File: config.mk
export PLATFORM = sky130hd
export DESIGN_NAME = mips_out_capture_flat
export DESIGN_NICKNAME = d
export VERILOG_FILES = /design/src/rtl/mips_out_capture_if.sv /design/src/rtl/mips_out_capture.sv /design/src/flat_wrapper.sv
export SDC_FILE = /design/constraint.sdc
export NUM_CORES = 1
export LEC_CHECK = 0
export CAP_MARGIN = 20
export CORE_MARGIN = 2
export CORE_UTILIZATION = 55
export DETAILED_ROUTE_END_ITERATION = 10
export MAX_ROUTING_LAYER = met4
export PLACE_DENSITY = 0.8
export REMOVE_ABC_BUFFERS = 1
export SLEW_MARGIN = 20
export SYNTH_ARGS = -nofsm -noshare
export SYNTH_HDL_FRONTEND = slang
export SYNTH_SLANG_ARGS = --single-unit
File: constraint.sdc
create_clock -name clk -period 16.61 [get_ports clk]
set_input_delay 2.4915 -clock clk [delete_from_list [all_inputs] [get_ports clk]]
set_output_delay 2.4915 -clock clk [all_outputs]
set_load 0.05 [all_outputs]
File: src/rtl/mips_out_capture_if.sv
// Bundle of observed buses, capture control and FIFO read port for mips_out_capture.
// The slave side is the capture block; the master side is the bench or debug host.
interface mips_out_capture_if #(
    parameter int DATA_W = 32,
    parameter int DEPTH  = 16,
    parameter int CYC_W  = 16
);
    logic [DATA_W-1:0]       in1;
    logic [DATA_W-1:0]       in2;
    logic                    capture_en;
    logic                    rd_ready;
    logic                    rd_valid;
    logic [DATA_W-1:0]       rd_out1;
    logic [DATA_W-1:0]       rd_out2;
    logic [CYC_W-1:0]        rd_cycle;
    logic [$clog2(DEPTH):0]  count;
    logic                    full;
    logic                    overflow;
    logic [7:0]              drop_cnt;

    modport master (
        output in1, in2, capture_en, rd_ready,
        input  rd_valid, rd_out1, rd_out2, rd_cycle, count, full, overflow, drop_cnt
    );

    modport slave (
        input  in1, in2, capture_en, rd_ready,
        output rd_valid, rd_out1, rd_out2, rd_cycle, count, full, overflow, drop_cnt
    );
endinterface

File: src/rtl/mips_out_capture.sv
// Watches two observation buses, queues every change with a cycle timestamp,
// and presents the queue as a first-word-fall-through valid/ready stream.
module mips_out_capture #(
    parameter int DATA_W = 32,
    parameter int DEPTH  = 16,
    parameter int CYC_W  = 16
) (
    input  logic                 clk,
    input  logic                 rst,
    mips_out_capture_if.slave    cap
);
    localparam int PTR_W = $clog2(DEPTH);
    localparam int CNT_W = PTR_W + 1;
    localparam int ENT_W = 2 * DATA_W + CYC_W;
    localparam logic [CNT_W-1:0] CNT_FULL = CNT_W'(DEPTH);

    logic [DATA_W-1:0] prev1_q, prev1_d;
    logic [DATA_W-1:0] prev2_q, prev2_d;
    logic [CYC_W-1:0]  cyc_q, cyc_d;
    logic [PTR_W-1:0]  wr_ptr_q, wr_ptr_d;
    logic [PTR_W-1:0]  rd_ptr_q, rd_ptr_d;
    logic [CNT_W-1:0]  count_q, count_d;
    logic              overflow_q, overflow_d;
    logic [7:0]        drop_cnt_q, drop_cnt_d;

    logic [ENT_W-1:0]  mem_q [DEPTH];
    logic [ENT_W-1:0]  wr_data;
    logic [ENT_W-1:0]  head;

    logic chg, push_req, pop, push_ok, drop, is_full, is_valid;

    always_comb begin
        chg        = (cap.in1 != prev1_q) || (cap.in2 != prev2_q);
        push_req   = cap.capture_en && chg;
        is_valid   = (count_q != '0);
        is_full    = (count_q == CNT_FULL);
        pop        = is_valid && cap.rd_ready;
        // A full FIFO still takes the new entry when the head leaves this cycle.
        push_ok    = push_req && (!is_full || pop);
        drop       = push_req && is_full && !pop;
        wr_data    = {cap.in1, cap.in2, cyc_q};

        prev1_d    = cap.in1;
        prev2_d    = cap.in2;
        cyc_d      = cyc_q + 1'b1;
        wr_ptr_d   = push_ok ? wr_ptr_q + 1'b1 : wr_ptr_q;
        rd_ptr_d   = pop ? rd_ptr_q + 1'b1 : rd_ptr_q;
        count_d    = count_q;
        case ({push_ok, pop})
            2'b10:   count_d = count_q + 1'b1;
            2'b01:   count_d = count_q - 1'b1;
            default: count_d = count_q;
        endcase
        overflow_d = overflow_q | drop;
        drop_cnt_d = (drop && drop_cnt_q != 8'hFF) ? drop_cnt_q + 1'b1 : drop_cnt_q;
    end

    always_ff @(posedge clk or posedge rst) begin
        if (rst) begin
            prev1_q    <= '0;
            prev2_q    <= '0;
            cyc_q      <= '0;
            wr_ptr_q   <= '0;
            rd_ptr_q   <= '0;
            count_q    <= '0;
            overflow_q <= 1'b0;
            drop_cnt_q <= '0;
        end else begin
            prev1_q    <= prev1_d;
            prev2_q    <= prev2_d;
            cyc_q      <= cyc_d;
            wr_ptr_q   <= wr_ptr_d;
            rd_ptr_q   <= rd_ptr_d;
            count_q    <= count_d;
            overflow_q <= overflow_d;
            drop_cnt_q <= drop_cnt_d;
        end
    end

    // Storage is not reset; the read port masks it to zero whenever empty.
    always_ff @(posedge clk) begin
        if (push_ok) begin
            mem_q[wr_ptr_q] <= wr_data;
        end
    end

    always_comb begin
        head = mem_q[rd_ptr_q];
    end

    assign cap.rd_valid = is_valid;
    assign cap.rd_out1  = is_valid ? head[ENT_W-1 -: DATA_W] : '0;
    assign cap.rd_out2  = is_valid ? head[CYC_W +: DATA_W]   : '0;
    assign cap.rd_cycle = is_valid ? head[CYC_W-1:0]         : '0;
    assign cap.count    = count_q;
    assign cap.full     = is_full;
    assign cap.overflow = overflow_q;
    assign cap.drop_cnt = drop_cnt_q;
endmodule

File: src/flat_wrapper.sv
// flat-port wrapper written by rule: the top's interface ports become plain ports
module mips_out_capture_flat 
#(
    parameter int DATA_W = 32,
    parameter int DEPTH  = 16,
    parameter int CYC_W  = 16
)
  (clk, rst, cap_in1, cap_in2, cap_capture_en, cap_rd_ready, cap_rd_valid, cap_rd_out1, cap_rd_out2, cap_rd_cycle, cap_count, cap_full, cap_overflow, cap_drop_cnt);
  mips_out_capture_if #(.DATA_W(DATA_W), .DEPTH(DEPTH), .CYC_W(CYC_W)) cap_i ();
  input  logic clk;
  input  logic rst;
  input wire logic [$bits(cap_i.in1)-1:0] cap_in1;
  input wire logic [$bits(cap_i.in2)-1:0] cap_in2;
  input wire logic [$bits(cap_i.capture_en)-1:0] cap_capture_en;
  input wire logic [$bits(cap_i.rd_ready)-1:0] cap_rd_ready;
  output wire logic [$bits(cap_i.rd_valid)-1:0] cap_rd_valid;
  output wire logic [$bits(cap_i.rd_out1)-1:0] cap_rd_out1;
  output wire logic [$bits(cap_i.rd_out2)-1:0] cap_rd_out2;
  output wire logic [$bits(cap_i.rd_cycle)-1:0] cap_rd_cycle;
  output wire logic [$bits(cap_i.count)-1:0] cap_count;
  output wire logic [$bits(cap_i.full)-1:0] cap_full;
  output wire logic [$bits(cap_i.overflow)-1:0] cap_overflow;
  output wire logic [$bits(cap_i.drop_cnt)-1:0] cap_drop_cnt;
  assign cap_i.in1 = cap_in1;
  assign cap_i.in2 = cap_in2;
  assign cap_i.capture_en = cap_capture_en;
  assign cap_i.rd_ready = cap_rd_ready;
  assign cap_rd_valid = cap_i.rd_valid;
  assign cap_rd_out1 = cap_i.rd_out1;
  assign cap_rd_out2 = cap_i.rd_out2;
  assign cap_rd_cycle = cap_i.rd_cycle;
  assign cap_count = cap_i.count;
  assign cap_full = cap_i.full;
  assign cap_overflow = cap_i.overflow;
  assign cap_drop_cnt = cap_i.drop_cnt;
  mips_out_capture #(.DATA_W(DATA_W), .DEPTH(DEPTH), .CYC_W(CYC_W)) u_core (.clk(clk), .rst(rst), .cap(cap_i));
endmodule
=== Word level (Yosys, flattened, before mapping) ===
Memories as Yosys holds them, arrays and structs flattened.
Cells that the tools add are included.

* Bits in registers: 102
* RAM bits: 1280
* Input port bits: 68
* Output and inout port bits: 96
* Logic and storage cells: 40
* Memories kept: 1

{| class="wikitable"
|+ Memory list
! memory !! depth !! width !! rd ports !! clocked after Yosys merged registers in !! write ports !! RTL line !! RTL
|-
| u_core.mem_q || 16 || 80 || 1 || 0 || 1 || mips_out_capture.sv:26 || <nowiki>logic [ENT_W-1:0] mem_q [DEPTH];</nowiki>
|}

* $add $sub $neg: 6
* Eq/ne operators: 6
* Muxes and demuxes: 6
* Bitwise operators: 1
* Reduce and logical (&&, ||, !) cells: 12

{| class="wikitable"
|+ Operators with widths
! operator !! count
|-
| 32-bit 2-to-1 mux || 2
|-
| 32-bit != test || 2
|-
| 16-bit by 1-bit adder with 16-bit output, second input constant || 1
|-
| 16-bit 2-to-1 mux || 1
|-
| 5-bit one-hot mux with 2 select lines || 1
|-
| 4-bit by 1-bit adder with 4-bit output, second input constant || 2
|-
| 8-bit by 1-bit adder with 8-bit output, second input constant || 1
|-
| 8-bit != test, second input constant || 1
|-
| 1-bit logical AND || 6
|-
| 5-bit by 1-bit adder with 5-bit output, second input constant || 1
|-
| 5-bit equality test, second input constant || 1
|-
| 5-bit nonzero test || 1
|-
| 5-bit by 1-bit subtractor with 5-bit output, second input constant || 1
|-
| 2-bit by 1-bit equality test with 1-bit output, second input constant || 1
|-
| 2-bit equality test, second input constant || 1
|-
| 1-bit logical NOT || 2
|-
| 1-bit logical OR || 2
|-
| 1-bit 2-to-1 mux || 2
|-
| 2-bit nonzero test || 1
|-
| 1-bit bitwise OR || 1
|}

=== Longest topological paths before layout ===
* Word-level depth: 6
* Mapped depth: 14
* Depth with buffers taken out: 14

=== Worst setup path after synthesis ===
Ideal clock, no wire load.

* Path type: input-to-reg
* Start: input port cap_in2[5]
* End: memory u_core.mem_q[1][0] (netlist bit), enable pin
* Library setup time: 0.717 ns
* Data arrival time: 10.911 ns
* Required time: 15.893 ns
* Slack: 4.982 ns
* Stages: 7
* Buffers on the path: 1
* Cell sequence: xor2_1 > nor4_1 > nand4_1 > nor4_2 > nor2_1 > clkbuf_1 > nor4bb_1

* Cells in the longest elaborated chain, start to end: 6

{| class="wikitable"
|+ Ends and longest elaborated chain
! element !! RTL line !! RTL
|-
| from (decl) || flat_wrapper.sv:13 || <nowiki>input wire logic [$bits(cap_i.in2)-1:0] cap_in2;</nowiki>
|-
| 32-bit != test || mips_out_capture.sv:33 || <nowiki>chg = (cap.in1 != prev1_q) || (cap.in2 != prev2_q);</nowiki>
|-
| 1-bit logical OR || mips_out_capture.sv:33 ||
|-
| 1-bit logical AND || mips_out_capture.sv:34 || <nowiki>push_req = cap.capture_en && chg;</nowiki>
|-
| 1-bit logical AND || mips_out_capture.sv:39 || <nowiki>push_ok = push_req && (!is_full || pop);</nowiki>
|-
| 1-bit 2-to-1 mux || mips_out_capture.sv:82 || <nowiki>if (push_ok) begin</nowiki>
|-
| 1-bit 2-to-1 mux (implied by the code) || mips_out_capture.sv:83 || <nowiki>mem_q[wr_ptr_q] <= wr_data;</nowiki>
|-
| to (decl) || mips_out_capture.sv:26 ||
|}

Every way passes these cells.

=== Worst setup path after layout ===
* Start: register u_core.rd_ptr_q[1]
* End: output port cap_rd_out1[28]

* Cells in the longest elaborated chain, start to end: 2

{| class="wikitable"
|+ Ends and longest elaborated chain
! element !! RTL line !! RTL
|-
| from (decl) || mips_out_capture.sv:21 || <nowiki>logic [PTR_W-1:0] rd_ptr_q, rd_ptr_d;</nowiki>
|-
| from (signal assigned) || mips_out_capture.sv:73 || <nowiki>rd_ptr_q <= rd_ptr_d;</nowiki>
|-
| memory read 16 x 80 bit || -- ||
|-
| 32-bit 2-to-1 mux || mips_out_capture.sv:92 || <nowiki>assign cap.rd_out1 = is_valid ? head[ENT_W-1 -: DATA_W] : '0;</nowiki>
|-
| to (decl) || flat_wrapper.sv:17 || <nowiki>output wire logic [$bits(cap_i.rd_out1)-1:0] cap_rd_out1;</nowiki>
|}

Every way passes these cells.

==> impl_metrics.prom <==
# TYPE chip_impl_metric gauge
chip_impl_info{name="result_of_the_run",value="completed"} 1
chip_impl_metric{name="gpl.final_weighted_congestion",unit=""} 0.744
chip_impl_metric{name="synth_edf_count",unit=""} 1280
chip_impl_metric{name="synth-async-reset-ratio",unit=""} 0.0738
chip_impl_metric{name="pwr_density_cell",unit="nW/um^2"} 184
chip_impl_metric{name="numPortBuffers",unit=""} 163
chip_impl_metric{name="ys_types",unit=""} 39
chip_impl_metric{name="layout-drive-gt1-share",unit=""} 0.265
chip_impl_metric{name="gr-total-overflow",unit=""} 0
chip_impl_metric{name="fin_crit_sh",unit=""} 0.493
chip_impl_metric{name="clk_slew_on_worst_s_h_paths",unit="ns"} 0.06
chip_impl_metric{name="yosysTopAreaCellShare",unit=""} 0.729
chip_impl_metric{name="clockPowerShare",unit=""} 0.278
chip_impl_metric{name="ys_seq_area_frac",unit=""} 0.777
chip_impl_metric{name="chipHeight",unit="um"} 314
chip_impl_metric{name="netlist_area",unit="um^2"} 52700
chip_impl_metric{name="io-pin-count",unit=""} 164
chip_impl_metric{name="nFillCells",unit=""} 5890
chip_impl_info{name="cts_root_buffer",value="sky130_fd_sc_hd__clkbuf_16"} 1
chip_impl_metric{name="grt_start_max_net_pins",unit=""} 119
chip_impl_metric{name="first_global_vias",unit=""} 25900
chip_impl_metric{name="synthCells",unit=""} 2183
chip_impl_metric{name="required_time_reported_for_the_critical_path_endpoint",unit="ns"} 14.12
chip_impl_info{name="ys_dominant_reg_cell",value="sky130_fd_sc_hd__edfxtp_1"} 1
chip_impl_metric{name="max_clock_freq",unit="MHz"} 122
chip_impl_metric{name="multi_input_area",unit="um^2"} 11300
chip_impl_metric{name="post_drt_via_cell_ratio",unit=""} 6.37
chip_impl_metric{name="timing.slew.headroom",unit=""} 0.232
chip_impl_info{name="synth_top_cells_by_area",value="sky130_fd_sc_hd__edfxtp_1 (73%), sky130_fd_sc_hd__mux4_2 (17%), sky130_fd_sc_hd__dfrtp_1 (4.8%)"} 1
chip_impl_metric{name="design.die.area",unit="um^2"} 98400
chip_impl_metric{name="cts_htree_levels",unit=""} 4
chip_impl_metric{name="ir_worst_vdd",unit="mV"} 0.206
chip_impl_info{name="post-synth-top-count-cell",value="sky130_fd_sc_hd__edfxtp_1"} 1
chip_impl_metric{name="worstRegToRegCells",unit=""} 14
chip_impl_metric{name="drc",unit=""} 0
chip_impl_metric{name="areaGrowthSynthToFinish",unit="%"} 14.5
chip_impl_metric{name="post_cts_repair_resize_count",unit=""} 0
chip_impl_metric{name="switching_share",unit=""} 0.326
chip_impl_metric{name="synthesis.yosys.warnings",unit=""} 0
chip_impl_metric{name="place_hpwl",unit="mm"} 58.6
chip_impl_metric{name="postCtsHoldBufs",unit=""} 0
chip_impl_metric{name="antenna_found_initial",unit=""} 11
chip_impl_metric{name="area.sequential",unit="um^2"} 41000
chip_impl_metric{name="track_usage",unit=""} 0.262
chip_impl_metric{name="drt-pass1-iter-count",unit=""} 6
chip_impl_info{name="rsz0062_at_grt",value="false"} 1
chip_impl_metric{name="via_count",unit=""} 24300
chip_impl_metric{name="drt_first_iter_violations",unit=""} 3050
chip_impl_metric{name="cts.path.max_buffers",unit=""} 3
chip_impl_metric{name="clock_skew",unit="ns"} 0.0301
chip_impl_info{name="timing_worst_setup_path_type",value="reg -> out"} 1
chip_impl_metric{name="max_slew_violations",unit=""} 0
chip_impl_metric{name="die_width",unit="um"} 314
chip_impl_metric{name="numClockSinks",unit=""} 1382
chip_impl_info{name="setup.worst_path.start_class",value="flop"} 1
chip_impl_info{name="cts_tree",value="built"} 1
chip_impl_metric{name="internal_power",unit="mW"} 7.49
chip_impl_metric{name="number_of_max_cap_violations",unit=""} 0
chip_impl_info{name="synth_largest_area_cell",value="sky130_fd_sc_hd__edfxtp_1"} 1
chip_impl_metric{name="finalWirelength",unit="mm"} 121
chip_impl_metric{name="setup_violators_final",unit=""} 0
chip_impl_metric{name="min_period",unit="ns"} 8.18
chip_impl_metric{name="final-hold-violation-count",unit=""} 0
chip_impl_metric{name="hold_path_stages",unit=""} 1
chip_impl_metric{name="power.share.sequential",unit=""} 0.390
chip_impl_metric{name="power.static_leakage",unit="nW"} 19.6
chip_impl_metric{name="fp.coreArea",unit="um^2"} 95000
chip_impl_metric{name="worstSkewPairLatency",unit="ns"} 0.75
chip_impl_metric{name="finalSetupTns",unit="ns"} 0
chip_impl_info{name="yosys-top-cells-count",value="sky130_fd_sc_hd__edfxtp_1 (1,280), sky130_fd_sc_hd__mux4_2 (400), sky130_fd_sc_hd__dfrtp_1 (102)"} 1
chip_impl_info{name="hold_path_class",value="reg -> reg"} 1
chip_impl_info{name="crit_path_end_kind",value="output port"} 1
chip_impl_metric{name="power_switching",unit="mW"} 3.62
chip_impl_metric{name="start_util",unit=""} 0.555
chip_impl_metric{name="cts_buffers",unit=""} 136
chip_impl_metric{name="grt_first_pass_wirelength",unit="mm"} 178
chip_impl_metric{name="post-cts-setup-buffers",unit=""} 0
chip_impl_metric{name="rows",unit=""} 113
chip_impl_metric{name="ys_seq_elements",unit=""} 1382
chip_impl_metric{name="tightest_slew",unit="ns"} 1.15
chip_impl_metric{name="crit_path_max_fanout",unit=""} 75
chip_impl_metric{name="detail-route-antenna-nets",unit=""} 0
chip_impl_metric{name="comb_power_share",unit=""} 0.332
chip_impl_metric{name="wp_data_arrival",unit="ns"} 5.69
chip_impl_metric{name="synth.avg_cell_area",unit="um^2"} 24.2
chip_impl_metric{name="final_nets",unit=""} 2497
chip_impl_metric{name="avgRoutedWirePerCell",unit="um"} 31.9
chip_impl_metric{name="finalPower",unit="mW"} 11.1
-- final cells by class --
type,count,share of cell area
diodes,9,0.000373
multi-input cells,686,0.187
clock buffers,174,0.0614
repair buffers,201,0.0324
inverters,11,0.000766
clock inverters,78,0.0134
well taps,1265,0.0262
flip-flops and latches,1382,0.679
-- placed cells by master (no fill, tap or decap), types with 14 or more instances in the layout --
master,count
sky130_fd_sc_hd__clkdlybuf4s50_1,163
sky130_fd_sc_hd__clkinv_1,25
sky130_fd_sc_hd__clkbuf_1,23
sky130_fd_sc_hd__xnor2_1,26
sky130_fd_sc_hd__edfxtp_1,1280
sky130_fd_sc_hd__clkinv_2,20
sky130_fd_sc_hd__nand2_1,14
sky130_fd_sc_hd__and2_1,81
sky130_fd_sc_hd__xor2_1,69
sky130_fd_sc_hd__buf_4,34
sky130_fd_sc_hd__nor4_1,17
sky130_fd_sc_hd__clkbuf_16,137
sky130_fd_sc_hd__mux4_2,400
sky130_fd_sc_hd__dfrtp_1,98
sky130_fd_sc_hd__clkbuf_8,14
-- kinds of logic (layout without fill, tap and decap cells) --
logic type / count (synthesis) / after routing / synth area share
DFF: 1382 / 1382 / 0.777
AOI/OAI and AO/OA: 7 / 7 / 0.00102
buffers and inverters: 115 / 464 / 0.0114
adders and majority gates: 11 / 11 / 0.00275
other: 0 / 9 / 0
and+or+nand+nor: 169 / 169 / 0.0202
xor gates and xnor gates: 95 / 95 / 0.0158
muxes: 404 / 404 / 0.172
-- routing by layer --
layer	wire, um	vias to the layer above	track usage
met2	62600	1361	0.422
met5	0	-	-
met3	10700	226	0.0606
met1	44800	13000	0.334
li1	-	9714	-
met4	3140	0	0.0828
-- state kept, by name, indices dropped and copies added, names as in the netlist --
signal,count
u_core.prev2_q,32
u_core.cap.count,5
u_core.cap.drop_cnt,8
u_core.wr_ptr_q,4
u_core.mem_q,1280
u_core.prev1_q,32
u_core.cap.overflow,1
u_core.cyc_q,16
u_core.rd_ptr_q,4
-- final timing paths --
| kind | startpoint | end | slack (ns) |
|---|---|---|---|
| max | u_core.rd_ptr_q[1] | cap_rd_out1[28] | 8.43 |
| min | u_core.cap.overflow | u_core.cap.overflow | 0.49 |
| max reg2reg | u_core.prev2_q[21] | u_core.cap.count[4] | 12.12 |
| min reg2reg | u_core.cap.overflow | u_core.cap.overflow | 0.49 |
| max in group asynchronous | rst | u_core.rd_ptr_q[0] | 12.98 |
| min in group asynchronous | rst | u_core.cap.drop_cnt[2] | 2.19 |
-- worst max-delay path, stage by stage (launching register included) --
cell	delay, ns
sky130_fd_sc_hd__dfrtp_4	0.93
sky130_fd_sc_hd__buf_4	0.91
sky130_fd_sc_hd__buf_4	1.00
sky130_fd_sc_hd__mux4_2	0.44
sky130_fd_sc_hd__mux4_2	0.48
sky130_fd_sc_hd__and2_1	0.25
sky130_fd_sc_hd__clkdlybuf4s50_1	0.73
-- metrics by stage --
stage | instances | util | setup slack (ns) | hold WS [ns] | instance area (um^2)
final | 3806 | 0.636 | 8.43 | 0.491 | 60400
after global routing | 3806 | 0.636 | 8.30 | 0.520 | 60400
after CTS | 3794 | 0.635 | 8.39 | 0.495 | 60300
after detailed placement | 3542 | 0.587 | 8.82 | 0.475 | 55800
after global placement | 3542 | 0.587 | 8.81 | 0.477 | 55800
after floorplan | 2079 | - | 0.461 | 0.573 | 52200
-- power by group through the flow --
stage                     clock network (mW)  registers (mW)  logic (mW)
after floorplan                            0            4.67        2.98
after global placement                     0            4.38        3.63
after detailed placement                   0            4.41        3.66
after CTS                               3.13            4.35        3.72
after global routing                    3.25            4.36        3.86
final                                   3.09            4.33        3.68
Power figures use the tool's default switching activity.
